==> config.mk <==
export PLATFORM = sky130hd
export DESIGN_NAME = serial_mult_seq
export DESIGN_NICKNAME = d
export VERILOG_FILES = /design/src/rtl/serial_mult_seq.sv
export SDC_FILE = /design/constraint.sdc
export NUM_CORES = 1
export LEC_CHECK = 0
export ABC_AREA = 1
export CAP_MARGIN = 20
export CORE_UTILIZATION = 40
export CTS_CLUSTER_SIZE = 40
export DETAILED_ROUTE_END_ITERATION = 7
export PLACE_DENSITY = 0.81
export SLEW_MARGIN = 20
export SYNTH_ARGS = -nofsm -noshare
export SYNTH_HDL_FRONTEND = slang
export SYNTH_SLANG_ARGS = --single-unit
export TNS_END_PERCENT = 5
==> constraint.sdc <==
create_clock -name clk -period 1.2 [get_ports clk]
set_input_delay 0.12 -clock clk [delete_from_list [all_inputs] [get_ports clk]]
set_output_delay 0.12 -clock clk [all_outputs]
set_load 0.05 [all_outputs]
==> src/rtl/serial_mult_seq.sv <==
// Sequencer for the bit-serial multiplier stage: it serializes operand A LSB-first,
// holds B in parallel, and deserializes the returned product stream into a result word.
module serial_mult_seq #(
    parameter int XW      = 4,
    parameter int YW      = 4,
    parameter int PW      = XW + YW,
    parameter int MUL_LAT = 1
) (
    input  logic          clk,
    input  logic          rst,
    input  logic          start_valid,
    output logic          start_ready,
    input  logic [XW-1:0] a_in,
    input  logic [YW-1:0] b_in,
    output logic          x_ser,
    output logic [YW-1:0] y_par,
    output logic          mctrl,
    input  logic          prod_ser,
    output logic [PW-1:0] result,
    output logic          res_valid,
    input  logic          res_ready
);

    localparam int CW = $clog2(PW + MUL_LAT + 1);
    localparam logic [CW-1:0] CNT_LAST = CW'(PW + MUL_LAT - 1);
    localparam logic [CW-1:0] CNT_CAP  = CW'(MUL_LAT);

    typedef enum logic [1:0] {
        IDLE  = 2'd0,
        SHIFT = 2'd1,
        DONE  = 2'd2
    } state_t;

    state_t        state_r;
    state_t        state_s;
    logic [CW-1:0] cnt_r;
    logic [XW-1:0] areg_r;
    logic [YW-1:0] breg_r;
    logic [PW-1:0] result_r;
    logic          res_valid_r;

    // Next-state decode.
    always_comb begin
        state_s = state_r;
        case (state_r)
            IDLE: begin
                if (start_valid) begin
                    state_s = SHIFT;
                end else begin
                    state_s = IDLE;
                end
            end
            SHIFT: begin
                if (cnt_r == CNT_LAST) begin
                    state_s = DONE;
                end else begin
                    state_s = SHIFT;
                end
            end
            DONE: begin
                if (res_ready) begin
                    state_s = IDLE;
                end else begin
                    state_s = DONE;
                end
            end
            default: state_s = IDLE;
        endcase
    end

    // State, operand latches, bit counter and product deserializer.
    always_ff @(posedge clk) begin
        if (!rst) begin
            state_r     <= IDLE;
            cnt_r       <= {CW{1'b0}};
            areg_r      <= {XW{1'b0}};
            breg_r      <= {YW{1'b0}};
            result_r    <= {PW{1'b0}};
            res_valid_r <= 1'b0;
        end else begin
            state_r <= state_s;
            case (state_r)
                IDLE: begin
                    if (start_valid) begin
                        areg_r <= a_in;
                        breg_r <= b_in;
                        cnt_r  <= {CW{1'b0}};
                    end
                end
                SHIFT: begin
                    cnt_r  <= cnt_r + {{(CW-1){1'b0}}, 1'b1};
                    // A is shifted out LSB-first; zeros fill in to pad the tail.
                    areg_r <= areg_r >> 1;
                    if (cnt_r >= CNT_CAP) begin
                        result_r <= {prod_ser, result_r[PW-1:1]};
                    end
                    if (cnt_r == CNT_LAST) begin
                        res_valid_r <= 1'b1;
                    end
                end
                DONE: begin
                    if (res_ready) begin
                        res_valid_r <= 1'b0;
                    end
                end
                default: begin
                    res_valid_r <= 1'b0;
                end
            endcase
        end
    end

    // Multiplier controls; reset forces a clear on the same edge.
    always_comb begin
        x_ser = 1'b0;
        mctrl = 1'b0;
        if (!rst) begin
            x_ser = 1'b0;
            mctrl = 1'b0;
        end else if (state_r == SHIFT) begin
            x_ser = areg_r[0];
            mctrl = 1'b1;
        end else begin
            x_ser = 1'b0;
            mctrl = 1'b0;
        end
    end

    assign start_ready = (state_r == IDLE);
    assign y_par       = breg_r;
    assign result      = result_r;
    assign res_valid   = res_valid_r;

endmodule
; Word level (Yosys, flattened, before mapping)
; Cells that the tools add are included.
[word_totals]
input_bits = 13
elab_cells = 36
out_inout_bits = 16
reg_bits = 23
[classes]
n_reduce_logical = 6
n_eq_ne = 6
add_sub_neg = 1
muxes = 15
n_lt_le_gt_ge = 1
bitwise = 1
[ops]
columns = op, n
row1 = 4-bit case mux with 2 select lines, 2
row2 = 4-bit two-way mux, 2
row3 = 1-bit two-way mux, 7
row4 = 2-bit != test (second input constant), 3
row5 = 2-bit case mux with 3 select lines, 1
row6 = 2-bit AND reduction, 3
row7 = 4-bit by 1-bit adder with 4-bit output (second input constant), 1
row8 = 4-bit equality test (second input constant), 1
row9 = 4-bit by 1-bit >= comparator with 1-bit output (second input constant), 1
row10 = 2-bit two-way mux, 2
row11 = 1-bit case mux with 3 select lines, 1
row12 = 3-bit AND reduction, 1
row13 = 2-bit by 1-bit equality test with 1-bit output (second input constant), 1
row14 = 2-bit equality test (second input constant), 1
row15 = 2-bit zero test, 1
row16 = 2-bit nonzero test, 1
row17 = 1-bit NOT, 1

; Logic depth before layout (Yosys ltp)
[logic_depth]
depth_word = 3
ltp_mapped = 9
ltp_nobuf = 8

; Worst setup path after synthesis
; Ideal clock, no wire load.
[synth_timing]
path_type = register to output
start = register state_r[0]
end = output x_ser
setup_slack_ns = -0.288
required_time_ns = 1.080
stages_incl_launch_ff = 5
arrival_time_ns = 1.368
n_path_buf = 0
path_cell_list = dfxtp_1 -> inv_2 -> nor2_4 -> nand2_1 -> nor2_1
[synth_via]
elab_chain_cells = 3
[synth_lines]
columns = item, line_no
row1 = from (decl), 34  ; state_t state_r;
row2 = from (signal assigned), 81  ; state_r <= state_s;
row3 = 2-bit by 1-bit equality test with 1-bit output, 120  ; end else if (state_r == SHIFT) begin
row4 = 1-bit two-way mux, 120
row5 = 1-bit two-way mux, 117  ; if (!rst) begin
row6 = to (decl), 15  ; output logic x_ser,
; Every way passes these cells.

; Final worst setup path
; Ends and elaborated chain as after synthesis.

==> qor.yml <==
timing:
  fin_crit_sh: 1.105
  post-route-min-period_ps: 1327
  worst_slew_pin_slew_ps: 265.0
  setup_tns_ps: -508.7
  finClkSkew_ps: 11.11
  timing.final.ws_setup_ps: -126.6
  grt_setup_unrepaired: "true"
  max_freq_mhz: 753.8
  hold_viol: 0
  slew_headroom: 0.8233
  drv_slew: 0
  setup_viol: 11
detailed_routing:
  drt.antenna.violating_nets: 0
  first_pass_iters: 4
  drcViolationCount: 0
  vias: 1113
  vias_per_cell: 4.991
  first_iter_violations: 21
  post_drt_wl_per_cell_microns: 12.09
  wl_microns: 2696
synthesis:
  synthFlopType: "dfxtp_1"
  synth-seq-cells: 23
  synth_fa_ha_area_frac: 0.03492
  ys_seq_area_frac: 0.4284
  synth_xor_area_frac: 0
  synth_compound_area_frac: 0.1048
  synth-simple-area-share: 0.3190
  yosysWarnings: 0
  avgSynthCellArea_sq_um: 6.890
  synth_cell_types: 20
  ys_async_sr_fraction: 0
  synth_top_family_by_area: "simple AND/OR/NAND/NOR gates"
  synthCells: 156
  synth-edff-count: 0
  synthMuxAreaShare: 0
  synth_nets: 172
  syn_area_sq_um: 1075
hold_path:
  hp-class: "input pin to flop"
  min-delay-start: "a_in[3]"
  hold_depth: 3
critical_path:
  critPathMaxFanout: 3
  worstSetupEndpointType: "primary output"
  r2r_cells: 7
  required_ps: 1080
  critical_path.startpoint: "state_r[0]"
  path_class: "flop to primary output"
  cp.arrival_ps: 1210
  r2r_start: "cnt_r[1]"
  critPathLaunchType: "flop"
final_layout:
  final_nets: 210
  diodes: 0
  drive_above_1_share: 0.2798
  stdcell_area_sq_um: 1702
  areaGrowthSynthToFinish_pct: 58.32
cts:
  clk_pin_slew_ps: 140
  cts_max_level: 1
  clkSinkCount: 23
  holdBufCountCts: 0
  clk_path_buf_depth: 2
  clock_latency_ps: 330
  root_buffer: "clkbuf_4"
  cts-buffers-inserted: 3
  tritoncts: "built"
floorplan:
  pin_count: 29
  dieHeight_microns: 53.84
  num_rows: 18
  coreArea_sq_um: 2500
  fp.dieW_microns: 53.84
  design.die.area_sq_um: 2898
  initial_core_util: 0.4299
place:
  placed_cell_area_sq_um: 1602
  pre_cts_slack_ps: -42.38
  io_buffers: 28
  place_hpwl_microns: 1820
  gp_congestion: 0.7680
status:
  violations: "negative setup slack"
  status: "finished, violations left"
power:
  power.density_nw_per_um2: 1208
  irDropWorstVdd_uv: 892.0
  p_leak_nw: 0.7482
grt:
  grt_pass1_wl_microns: 4264
  grt_max_degree: 17
  grt_usage: 0.2055
  antenna_found_initial: 0
  grt_pass1_vias: 1026
  globalRouteOverflowTotal: 0
flow_run:
  cap_violations: 0
placed cells by master, fill, tap and decap left out:
cell type	n
o22ai_1	1
a21oi_1	7
o21ai_1	1
clkbuf_4	3
ha_2	1
o21ai_0	5
nor2_1	31
nand3_2	1
ha_4	1
dfxtp_4	1
ha_1	1
inv_4	2
dfxtp_1	19
buf_6	1
nand3_1	12
nor2_4	3
nand2_1	33
nand2_4	2
clkdlybuf4s50_1	12
clkinv_2	1
dfxtp_2	3
buf_12	17
o21ai_2	1
buf_4	8
inv_2	3
nand2_2	1
inv_1	17
a21oi_2	5
synthesized netlist by cell type (2+ instances only):
| cell type | count | area (sq um) |
|---|---|---|
| a21oi_1 | 10 | 50.05 |
| a21oi_2 | 2 | 17.52 |
| buf_6 | 2 | 22.52 |
| dfxtp_1 | 23 | 460.4 |
| ha_1 | 3 | 37.54 |
| inv_1 | 19 | 71.32 |
| inv_2 | 3 | 11.26 |
| nand2_1 | 34 | 127.6 |
| nand2_2 | 2 | 12.51 |
| nand3_1 | 13 | 65.06 |
| nor2_1 | 32 | 120.1 |
| o21ai_0 | 5 | 25.02 |
critical path, stage by stage (launching register included):
cell and delay, ps:
dfxtp_2 360, inv_2 50, nor2_4 120, nand2_4 90
nor2_4 110, buf_12 140
metrics by stage:
step / util / std cells / hold slack (ps) / total power, mW
3_3_place_gp: 0.6406 / 218 / 459.9 / 1.626
3_5_place_dp: 0.6406 / 218 / 460.2 / 1.647
6_report: 0.6807 / 223 / 349.8 / 2.056
4_1_cts: 0.6582 / 222 / 340.5 / 2.029
2_1_floorplan: - / 156 / 262.8 / 1.291
5_1_grt: 0.6807 / 223 / 390.1 / 2.157
where the power goes:
group / switching [mW] / internal (mW) / leakage [nW]
sequential: 0.0662 / 0.824 / 0.190
combinational: 0.422 / 0.366 / 0.540
clock: 0.254 / 0.125 / 0.0177
routing by layer:
| metal | GRT usage | share of wire |
|---|---|---|
| met1 | 0.2351 | 0.42 |
| met2 | 0.3642 | 0.52 |
| met3 | 0.03672 | 0.039 |
| met4 | 0.09649 | 0.022 |
| met5 | 0 | 0 |
area by class of cell:
class / count / area (sq um)
sequential: 23 / 467.9
multi-input combinational: 106 / 549.3
inverter: 22 / 87.58
timing repair buffer: 38 / 531.8
clock inverter: 1 / 5.005
clock buffer: 3 / 22.52
fill: 171 / 798.3
tap: 30 / 37.54
flip-flops by register name (all words and copies together), names as in the netlist:
name,cells
state_r,2
y_par,4
result,8
res_valid,1
cnt_r,4
areg_r,4
logic make-up after synthesis:
kind of cell | count (synthesis)
AOI/OAI and AO/OA | 20
adders and majority gates | 3
buffers and inverters | 27
DFF | 23
and+or+nand+nor | 83
final timing paths:
path / end / slack, ps
setup / recovery: x_ser / -130
setup reg to reg: result[0] / -30
hold reg to reg: res_valid / 510
hold / removal: areg_r[3] / 350
timing repair:
item	CTS	global route
resized for setup	6	15
endpoints found under the setup margin	11	19
pin swaps	1	2
setup buffers	1	1
Note: power is estimated with default switching activity, not from simulation.
